--- src/rtl/dmem_arbiter.sv ---
// Round-robin arbiter sharing one data-memory port between the core (port 0)
// and the loader (port 1); one transaction in flight, strobes qualified by FSM state.
module dmem_arbiter #(
  parameter int AW     = 32,
  parameter int DW     = 32,
  parameter int RD_LAT = 1
) (
  input  logic            clk,
  input  logic            reset,
  input  logic [1:0]      req,
  input  logic [1:0]      we,
  input  logic [AW-1:0]   addr0,
  input  logic [AW-1:0]   addr1,
  input  logic [DW-1:0]   wdata0,
  input  logic [DW-1:0]   wdata1,
  input  logic [DW/8-1:0] mask0,
  input  logic [DW/8-1:0] mask1,
  output logic [1:0]      gnt,
  output logic [1:0]      rvalid,
  output logic [DW-1:0]   rdata,
  output logic            busy,
  output logic            mem_cs,
  output logic            mem_rd_en,
  output logic            mem_wr_en,
  output logic [AW-1:0]   mem_addr,
  output logic [DW-1:0]   mem_wdata,
  output logic [DW/8-1:0] mem_mask,
  input  logic [DW-1:0]   mem_rdata
);

  localparam int MW = DW / 8;
  localparam logic [2:0] CNT_INIT = 3'(RD_LAT - 1);

  typedef enum logic [1:0] {IDLE, ISSUE, WAIT} state_t;

  state_t          state, state_next;
  logic            last;
  logic            win;
  logic            capture;
  logic            rd_done;
  logic            cmd_port;
  logic            cmd_we;
  logic [AW-1:0]   cmd_addr;
  logic [DW-1:0]   cmd_wdata;
  logic [MW-1:0]   cmd_mask;
  logic [2:0]      cnt;

  // On a tie the port that was not granted most recently wins.
  assign win     = (req == 2'b11) ? ~last : req[1];
  assign capture = (state == IDLE) && (req != 2'b00);
  assign rd_done = (state == WAIT) && (cnt == 3'd0);

  always_ff @(posedge clk) begin
    if (reset) state <= IDLE;
    else       state <= state_next;
  end

  always_comb begin
    state_next = state;
    gnt        = 2'b00;
    mem_cs     = 1'b0;
    mem_rd_en  = 1'b0;
    mem_wr_en  = 1'b0;
    unique case (state)
      IDLE: begin
        if (req != 2'b00) state_next = ISSUE;
      end
      ISSUE: begin
        mem_cs        = 1'b1;
        mem_wr_en     = cmd_we;
        mem_rd_en     = ~cmd_we;
        gnt[cmd_port] = 1'b1;
        state_next    = cmd_we ? IDLE : WAIT;
      end
      WAIT: begin
        if (cnt == 3'd0) state_next = IDLE;
      end
      default: state_next = IDLE;
    endcase
  end

  always_ff @(posedge clk) begin
    if (reset) begin
      last      <= 1'b1;
      cmd_port  <= 1'b0;
      cmd_we    <= 1'b0;
      cmd_addr  <= '0;
      cmd_wdata <= '0;
      cmd_mask  <= '0;
      cnt       <= 3'd0;
      rdata     <= '0;
      rvalid    <= 2'b00;
    end else begin
      rvalid <= 2'b00;
      if (capture) begin
        last      <= win;
        cmd_port  <= win;
        cmd_we    <= we[win];
        cmd_addr  <= win ? addr1  : addr0;
        cmd_wdata <= win ? wdata1 : wdata0;
        cmd_mask  <= win ? mask1  : mask0;
      end
      // The counter reaching zero marks the cycle mem_rdata is valid.
      if (state == ISSUE && !cmd_we)       cnt <= CNT_INIT;
      else if (state == WAIT && cnt != 0)  cnt <= cnt - 3'd1;
      if (rd_done) begin
        rdata            <= mem_rdata;
        rvalid[cmd_port] <= 1'b1;
      end
    end
  end

  assign busy      = (state != IDLE);
  assign mem_addr  = cmd_addr;
  assign mem_wdata = cmd_wdata;
  assign mem_mask  = cmd_mask;

endmodule

--- config.mk ---
export PLATFORM = sky130hd
export DESIGN_NAME = dmem_arbiter
export DESIGN_NICKNAME = d
export VERILOG_FILES = /design/src/rtl/dmem_arbiter.sv
export SDC_FILE = /design/constraint.sdc
export NUM_CORES = 1
export LEC_CHECK = 0
export BUFFER_PORTS_ARGS = -buffer_cell sky130_fd_sc_hd__buf_4
export CAP_MARGIN = 20
export CELL_PAD_IN_SITES_DETAIL_PLACEMENT = 1
export CELL_PAD_IN_SITES_GLOBAL_PLACEMENT = 1
export CORE_MARGIN = 4
export CORE_UTILIZATION = 26
export DETAILED_ROUTE_END_ITERATION = 6
export PLACE_DENSITY = 0.84
export SLEW_MARGIN = 25
export SYNTH_ARGS = -nofsm -noshare
export SYNTH_HDL_FRONTEND = slang
export SYNTH_SLANG_ARGS = --single-unit
--- constraint.sdc ---
create_clock -name clk -period 1.4 [get_ports clk]
set_input_delay 0 -clock clk [delete_from_list [all_inputs] [get_ports clk]]
set_output_delay 0 -clock clk [all_outputs]
set_load 0.02 [all_outputs]
==> results.py, run 1 <==
metrics = {
    "cells_and_area": {
        "final_common_cell": "buf_4",
        "synthToLayoutAreaGrowth_pct": 110.4,
        "multi_input_area_mm2": 0.002466,
        "drive_gt1_share_pct": 39.26,
        "finalNonFillerCells": 1259,
        "final_cell_mix": "293 x buf_4, 184 x nand2_1, 170 x dlygate4sd3_1",
        "nNetsFinal": 1201,
        "fillers": 1907,
        "regArea_mm2": 0.002208,
        "fin_area_mm2": 0.009729,
    },
    "outcome": {
        "status": "complete, but fails checks",
        "violations": "setup timing",
    },
    "place": {
        "post-dp-hpwl_um": 13890,
        "io_buffers": 281,
        "routabilityCongestion": 0.7667,
        "placed_area_mm2": 0.007061,
        "dp.cells": 1052,
    },
    "critical_path": {
        "crit_path_end_kind": "register",
        "regToRegSetupSlack_ps": -100,
        "startpoint_type": "register",
        "worst_ep_arrival_time_ps": 1780,
        "path_max_fanout": 8,
        "required_ps": 1680,
        "worst_r2r_endpoint": "rdata[12]",
        "path_class": "reg2reg",
        "r2r-start": "state[1]",
        "r2r_cells": 5,
    },
    "floorplan": {
        "die_h_um": 141.4,
        "row_count": 48,
        "die_w_um": 141.4,
        "core_mm2": 0.01736,
        "dieArea_mm2": 0.01998,
        "boundaryPins": 282,
        "start_util_pct": 26.64,
    },
    "power_and_ir_drop": {
        "p_sw_mw": 3.089,
        "p_sw_share_pct": 32.45,
        "pwr-share-comb_pct": 33.8,
        "powerDensity_mw_per_mm2": 978.3,
        "p_clk_share_pct": 28.0,
        "irDropWorstVdd_mv": 0.5880,
        "p_int_mw": 6.430,
        "p_leak_nw": 4.276,
        "seqPwrFrac_pct": 38.1,
    },
    "yosys": {
        "synthTopCellsByArea": "dfxtp_1 48%, nand2_1 16%, a311oi_1 13%",
        "synth_largest_area_cell": "dfxtp_1",
        "ys_types": 29,
        "seq_area_frac_synth_pct": 47.62,
        "ys_ff_latch": 110,
        "netlist.area_leader.share_pct": 47.62,
        "synth_fp_nets": 758,
        "avgSynthCellArea_um2": 7.946,
        "synth_area_mm2": 0.004624,
        "netlist_instances": 582,
        "synth_warnings": 0,
    },
    "timing": {
        "slew_headroom_pct": 68.87,
        "fin_ws_ps": -95.81,
        "worst_pin_slew_ps": 466.9,
        "grt_setup_unrepaired": "yes",
        "maxSlewViolCount": 0,
        "max_clock_freq_ghz": 0.6685,
        "holdWs_ps": 18.28,
        "hold_viol": 0,
        "setup_viol": 30,
        "fin_crit_sh_pct": 106.8,
        "final.min_clock_period_ps": 1496,
        "fin_worst_skew_ps": 7.649,
    },
    "clocking": {
        "numCtsBuffers": 9,
        "cts_tree": "done",
        "path_clk_slew_ps": 70,
        "cts_root_buf": "clkbuf_16",
        "insertion_delay_ps": 360,
        "cts_max_level": 3,
        "clock_sinks": 110,
        "clk_path_buf_depth": 2,
    },
    "hold_path": {
        "hold_path_depth": 3,
        "hold_path_end": "state[0]",
        "hold_path_class": "in2reg",
        "hp-start": "req[1]",
    },
    "drt": {
        "via_per_inst": 5.210,
        "drtIter0Drc": 224,
        "drt-total-wl_um": 28810,
        "antenna_left": 0,
        "wl_per_cell_um": 22.88,
        "route.vias.total": 6559,
        "first_pass_iters": 5,
        "drc": 0,
    },
    "global_route": {
        "antenna_found_initial": 4,
        "grt_pass1_wl_um": 39430,
        "overflow": 0,
        "grt_max_degree": 43,
        "grt_pass1_vias": 7025,
        "grt_usage_pct": 24.90,
    },
    "run": {
        "cap_violations": 0,
    },
}
## cells in the mapped netlist
cell type and count:
nand3_1 2, inv_1 4, a21oi_1 105, buf_4 4, nor2b_1 3, inv_2 1, a21bo_1 1, buf_6 1
ha_1 2, nor2_1 3, nand4bb_1 1, nand2b_1 3, nor2_2 2, nand2_1 202, and2_1 2, or4_1 1
o21ai_0 4, nor3b_1 1, o21bai_1 1, o22ai_1 1, buf_2 37, dfxtp_1 110, nor3_1 2, nand3b_1 1
a311oi_1 70, nor4bb_1 1, clkbuf_1 15, or2_2 1, a21boi_2 1
## worst max path at each step
stage | end | depth (start not counted) | start
floorplan | rdata[10] | 7 | cnt[0]
global placement | rdata[23] | 6 | cnt[0]
detailed placement | rdata[8] | 6 | cnt[1]
CTS | rdata[18] | 7 | cnt[1]
global route | mem_addr[17] | 5 | last
finish | rdata[12] | 5 | state[1]
## worst max-delay path, stage by stage, from the launching register on
cell and delay (ps):
dfxtp_2 440, nor4bb_4 400, buf_6 190, buf_16 130, nand2_1 110, a21oi_2 160
## stage by stage
step                      worst slack (ps)  util (%)  power (mW)  setup TNS, ps
after global placement               50.37     40.68       5.983              0
after floorplan                     -7.666         -       4.801         -229.8
final                               -95.81     56.06       9.518         -974.8
after CTS                            22.86     52.67       9.082              0
after detailed placement            -52.37     40.68       6.034         -381.3
after global routing                -134.4     56.04       9.894          -3491
## state kept, by name, indices dropped and copies added (netlist names)
register	flops
mem_addr	32
rvalid	2
last	1
rdata	32
state	2
mem_mask	4
cmd_port	1
mem_wdata	32
cnt	3
cmd_we	1
## per-layer routing
metal	part of all wire, %	vias to the layer above	wire length (um)	GRT usage (%)
met3	7.4	73	2133	5.662
li1	-	2938	-	-
met4	4.3	0	1249	9.791
met2	52	336	14990	47.08
met1	36	3212	10430	26.61
met5	0	-	0	0
## kinds of logic after synthesis
family / share of synthesized area, %
compound gates: 25.81
fa+ha+maj: 0.5410
buf+inv: 6.520
flops: 47.62
simple gates: 19.51
## power by group through the flow
stage                     Clock, mW  Combinational, mW  Sequential [mW]
after CTS                      2.69               2.79             3.60
after global routing           2.84               3.40             3.66
after floorplan                   0              0.835             3.97
final                          2.67               3.22             3.63
after global placement            0               2.33             3.65
after detailed placement          0               2.37             3.67
## area by class of cell
cell class / instances / share of cell area [%]
repair buffers: 489 / 45.74
clock inverters: 3 / 0.4630
flip-flops and latches: 110 / 22.70
inverters: 5 / 0.1929
multi-input cells: 410 / 25.35
clock buffers: 12 / 2.533
diodes: 5 / 0.1286
well taps: 225 / 2.894
## timing repair
item / CTS / global route
endpoints found under the setup margin: 34 / 55
pin swaps: 2 / 50
endpoints found under the hold margin: 101 / 0
gates resized for setup: 9 / 77
buffers inserted: 2 / 5
gates cloned: 2 / 8
hold buffers: 170 / 0
(Power assumes the default switching activity.)
==> run 2: changes to the inputs <==
--- a/config.mk
+++ b/config.mk
@@ -12,7 +12,7 @@
 export CORE_MARGIN = 4
 export CORE_UTILIZATION = 26
 export DETAILED_ROUTE_END_ITERATION = 6
-export PLACE_DENSITY = 0.84
+export PLACE_DENSITY = 0.78
 export SLEW_MARGIN = 25
 export SYNTH_ARGS = -nofsm -noshare
 export SYNTH_HDL_FRONTEND = slang
==> results.py, run 2 (same netlist as run 1, synthesis figures left out) <==
metrics = {
    "critical_path": {
        "crit_start": "last",
        "critPathBufInv": 2,
        "worst_r2r_endpoint": "mem_addr[7]",
        "startpoint_type": "register",
        "path_class": "reg2reg",
        "worst_ep_arrival_time_ps": 1720,
        "cp_common_cell": "buf_12",
        "required_ps": 1610,
        "critPathTopFamily": "compound AO/OA/AOI/OAI gates",
        "worst-path-stages": 5,
        "path_cells": "a21boi_4 -> buf_12 -> buf_12 -> nand2_1 -> a311oi_1",
        "crit_end": "mem_addr[7]",
        "max_stage_delay_ps": 420,
        "r2r_cells": 5,
        "worst_path_max_delay_cell": "a311oi_1",
        "r2r-start": "last",
        "crit_path_end_kind": "register",
        "path_max_fanout": 19,
        "regToRegSetupSlack_ps": -110,
    },
    "power_and_ir_drop": {
        "p_leak_nw": 4.135,
        "p_sw_mw": 2.986,
        "p_clk_share_pct": 28.1,
        "p_sw_share_pct": 31.93,
        "irDropWorstVdd_mv": 0.5472,
        "seqPwrFrac_pct": 38.8,
        "powerDensity_mw_per_mm2": 989.1,
        "p_int_mw": 6.366,
        "pwr-share-comb_pct": 33.1,
    },
    "timing": {
        "final.min_clock_period_ps": 1508,
        "slew_headroom_pct": 68.75,
        "fin_crit_sh_pct": 107.7,
        "max_clock_freq_ghz": 0.6633,
        "worst_pin_slew_ps": 468.8,
        "fin_ws_ps": -107.7,
        "maxSlewViolCount": 0,
        "hold_viol": 0,
        "fin_worst_skew_ps": 7.216,
        "holdWs_ps": 11.55,
        "setup_viol": 2,
        "grt_setup_unrepaired": "yes",
    },
    "clocking": {
        "insertion_delay_ps": 350,
        "path_clk_slew_ps": 70,
        "clock_sinks": 110,
        "cts_max_level": 3,
        "clk_path_buf_depth": 2,
        "cts_tree": "done",
        "numCtsBuffers": 9,
        "cts_root_buf": "clkbuf_16",
    },
    "drt": {
        "drt-met1-wl_um": 10320,
        "drtIter0Drc": 261,
        "wl_per_cell_um": 22.04,
        "first_pass_iters": 4,
        "wl_met2_um": 14190,
        "drc": 0,
        "route.vias.total": 6462,
        "dr.max_layer_used": "met4",
        "via_per_inst": 5.141,
        "routed-wl-met3_um": 2222,
        "antenna_left": 0,
        "drt-total-wl_um": 27710,
    },
    "hold_path": {
        "hold_path_class": "in2reg",
    },
    "run": {
        "cap_violations": 0,
    },
    "floorplan": {
        "dieArea_mm2": 0.01998,
        "die_h_um": 141.4,
        "core_mm2": 0.01736,
        "row_count": 48,
        "die_w_um": 141.4,
        "boundaryPins": 282,
        "start_util_pct": 26.64,
    },
    "global_route": {
        "grt_max_degree": 40,
        "antenna_found_initial": 3,
        "grt_usage_pct": 24.30,
        "grt_pass1_wl_um": 38370,
        "overflow": 0,
        "grt_pass1_vias": 6994,
    },
    "place": {
        "io_buffers": 281,
        "routabilityCongestion": 0.7683,
        "post-dp-hpwl_um": 13390,
    },
    "cells_and_area": {
        "synthToLayoutAreaGrowth_pct": 104.5,
        "final_cell_mix": "296 x buf_4, 201 x nand2_1, 169 x dlygate4sd3_1",
        "final_util_pct": 54.48,
        "fillers": 1982,
        "final_common_cell": "buf_4",
        "nNetsFinal": 1200,
        "drive_gt1_share_pct": 35.12,
    },
    "outcome": {
        "violations": "setup timing",
        "status": "complete, but fails checks",
    },
}
run 2: changes by cell type in the layout (fill, tap and decap cells not counted), moves of 2 or more:
cell      delta
nand2_2      -4
a311oi_1     +6
a21oi_2     -19
a311oi_2     -6
nand2_1     +17
buf_16       -2
nand2_4     -13
a21oi_1     +19
buf_4        +3
run 2: routing by layer:
metal,GRT usage (%),up-vias
li1,-,2926
met1,26.73,3121
met2,43.62,351
met3,6.539,64
met4,10.91,0
met5,0,-
run 2: per-stage QoR:
stage                     instances  worst slack (ps)  total power, mW  TNS (ps)  instance area, um^2
after floorplan                 582            -7.666            4.801    -229.8                 4624
after global placement         1051             29.29            5.979         0                 7053
after detailed placement       1051            -30.05            6.014    -250.9                 7053
after CTS                      1235             15.62            9.038         0                 9054
after global routing           1256            -159.6            9.744     -1823                 9453
final                          1257            -107.7            9.352    -120.2                 9455
run 2: worst min-delay path, delay by kind of cell:
family	cells	cell delay [ps]
buf+inv	1	100
simple gates	2	220
run 2: what timing repair did:
item                                    in CTS  in global routing
endpoints found under the setup margin      34                 57
gates resized for setup                      8                 19
gates cloned                                 0                  9
setup buffers                                0                  9
pin swaps                                    0                  8
hold buffers                               169                  0
endpoints found under the hold margin      101                  0
run 2: final cells by class:
cell class | count | area (um^2) | share of cell area [%]
Antenna cell | 4 | 10.01 | 0.1059
Clock buffer | 12 | 246.5 | 2.607
Clock inverter | 3 | 45.04 | 0.4764
Inverter | 5 | 18.77 | 0.1985
Multi-Input combinational cell | 410 | 2246 | 23.75
Sequential cell | 110 | 2211 | 23.38
Tap cell | 225 | 281.5 | 2.977
Timing Repair Buffer | 488 | 4397 | 46.50
run 2: power groups by stage:
stage               Sequential [mW]  Combinational, mW  Clock (mW)
floorplan                      3.97              0.835           0
detailed placement             3.65               2.36           0
global route                   3.65               3.27        2.83
finish                         3.63               3.10        2.63
global placement               3.64               2.34           0
CTS                            3.59               2.75        2.70
run 2: worst min path at each step:
stage,start,endpoint,slack [ps],cells past startpoint
after floorplan,mem_rdata[0],rdata[0],140,2
after global placement,mem_rdata[31],rdata[31],250,3
after detailed placement,mem_rdata[31],rdata[31],260,3
after CTS,wdata1[16],mem_wdata[16],0.9,3
after global routing,wdata1[16],mem_wdata[16],10,3
final,req[1],state[0],10,3
==> run 3: changes to the inputs <==
--- a/config.mk
+++ b/config.mk
@@ -12,7 +12,7 @@
 export CORE_MARGIN = 4
 export CORE_UTILIZATION = 26
 export DETAILED_ROUTE_END_ITERATION = 6
-export PLACE_DENSITY = 0.78
+export PLACE_DENSITY_LB_ADDON = 0.1
 export SLEW_MARGIN = 25
 export SYNTH_ARGS = -nofsm -noshare
 export SYNTH_HDL_FRONTEND = slang
==> results.py, run 3 (same netlist as run 1, synthesis figures left out) <==
metrics = {
    "critical_path": {
        "required_ps": 1690,
        "r2r_cells": 6,
        "worst_r2r_endpoint": "cnt[2]",
        "worst_path_max_delay_cell": "or4_4",
        "path_class": "reg2reg",
        "cp_common_cell": "inv_2",
        "path_cells": "inv_2 -> buf_4 -> ha_2 -> inv_2 -> or4_4 -> a21oi_2",
        "path_max_fanout": 2,
        "worst_ep_arrival_time_ps": 1670,
        "startpoint_type": "register",
        "max_stage_delay_ps": 470,
        "r2r-start": "cnt[0]",
        "regToRegSetupSlack_ps": 20,
        "crit_path_end_kind": "register",
    },
    "outcome": {
        "status": "finished clean",
    },
    "cells_and_area": {
        "finalNonFillerCells": 1253,
        "final_cell_mix": "292 x buf_4, 202 x nand2_1, 170 x dlygate4sd3_1",
        "final_util_pct": 54.57,
        "synthToLayoutAreaGrowth_pct": 104.8,
        "drive_gt1_share_pct": 35.54,
        "nNetsFinal": 1198,
        "final_common_cell": "buf_4",
        "regArea_mm2": 0.002211,
        "fillers": 1976,
        "multi_input_area_mm2": 0.002256,
    },
    "clocking": {
        "path_clk_slew_ps": 70,
        "clock_sinks": 110,
        "insertion_delay_ps": 360,
        "clk_path_buf_depth": 2,
        "cts_max_level": 3,
        "cts_tree": "done",
        "cts_root_buf": "clkbuf_16",
        "numCtsBuffers": 9,
    },
    "timing": {
        "maxSlewViolCount": 0,
        "grt_setup_unrepaired": "yes",
        "setup-tns-final_ps": 0,
        "worst_pin_slew_ps": 415.0,
        "slew_headroom_pct": 72.33,
        "fin_worst_skew_ps": 12.07,
        "final.min_clock_period_ps": 1382,
        "fin_ws_ps": 17.84,
        "holdWs_ps": 14.33,
        "fin_crit_sh_pct": 98.73,
        "max_clock_freq_ghz": 0.7235,
        "setup_viol": 0,
        "hold_viol": 0,
    },
    "run": {
        "cap_violations": 0,
    },
    "place": {
        "io_buffers": 281,
        "post-dp-hpwl_um": 13990,
        "dp.cells": 1049,
        "dp_slack_ps": -102.5,
        "routabilityCongestion": 0.7559,
    },
    "hold_path": {
        "hold_path_end": "state[0]",
        "hold_path_class": "in2reg",
        "hold_path_depth": 3,
        "hp-start": "req[1]",
    },
    "drt": {
        "wl_per_cell_um": 19.59,
        "antenna_left": 0,
        "drc": 0,
        "drt-total-wl_um": 24550,
        "route.vias.total": 6257,
        "via_per_inst": 4.994,
        "first_pass_iters": 4,
        "drtIter0Drc": 271,
    },
    "floorplan": {
        "die_h_um": 141.4,
        "dieArea_mm2": 0.01998,
        "core_mm2": 0.01736,
        "start_util_pct": 26.64,
        "boundaryPins": 282,
        "die_w_um": 141.4,
        "row_count": 48,
    },
    "power_and_ir_drop": {
        "p_leak_nw": 4.148,
        "powerDensity_mw_per_mm2": 978.3,
        "irDropWorstVdd_mv": 0.5727,
    },
    "global_route": {
        "overflow": 0,
        "antenna_found_initial": 1,
        "grt_usage_pct": 22.34,
        "grt_pass1_wl_um": 35950,
        "grt_max_degree": 51,
        "grt_pass1_vias": 6791,
    },
}
==> run 3: changes by cell type in the layout (fill, tap and decap cells not counted), sizes merged <==
cell         previous run  this run
buf                   311       310
diode                   4         1
clkbuf                 20        16
bufinv                  1         0
bufbuf                  0         1
clkinvlp                2         0
clkinv                  0         2
dlygate4sd3           169       170
inv                     5         8
==> run 3: per-stage QoR <==
stage	area (um^2)	power [mW]
global route	9472	9.678
floorplan	4624	4.801
global placement	7063	5.991
finish	9472	9.267
detailed placement	7063	6.042
CTS	9186	9.081
==> run 3: critical path: cells and delay by family (launching register included) <==
family	cells	cell delay, ps
compound gates	1	120
simple gates	1	470
flops	1	330
fa+ha+maj	1	180
buf+inv	3	220
==> run 3: metal layers <==
layer,routed length (um),track usage [%],vias up
li1,-,-,2930
met1,9551,25.68,3026
met2,12660,40.38,248
met3,1558,4.550,53
met4,783,8.975,0
met5,0,0,-
==> run 3: worst max-delay path by stage <==
stage | startpoint | endpoint | slack (ps)
after CTS | state[0] | rdata[17] | -20
after detailed placement | cnt[0] | rdata[23] | -100
after global placement | cnt[0] | rdata[26] | 5
after global routing | cnt[1] | rdata[1] | -60
final | cnt[0] | cnt[2] | 20
after floorplan | cnt[0] | rdata[10] | -8
==> run 3: what timing repair did <==
action / CTS / global route
cloned: 3 / 6
buffers inserted: 3 / 6
hold endpoints to repair: 101 / 0
gates resized for setup: 11 / 22
setup endpoints to repair: 80 / 71
pin swaps: 3 / 7
hold buffers: 170 / 0
==> run 3: cell type report <==
class	instances	share of cell area, %
timing repair buffer	486	46.55
antenna	1	0.02642
clock inverter	5	0.4227
sequential	110	23.34
clock buffer	11	2.668
multi-input combinational	410	23.82
tap	225	2.972
inverter	5	0.1982
==> run 3: where the power goes <==
| part | switching (mW) | leakage (nW) | internal [mW] |
|---|---|---|---|
| logic | 1.52 | 3.09 | 1.55 |
| registers | 0.181 | 0.908 | 3.42 |
| clock network | 1.26 | 0.147 | 1.33 |
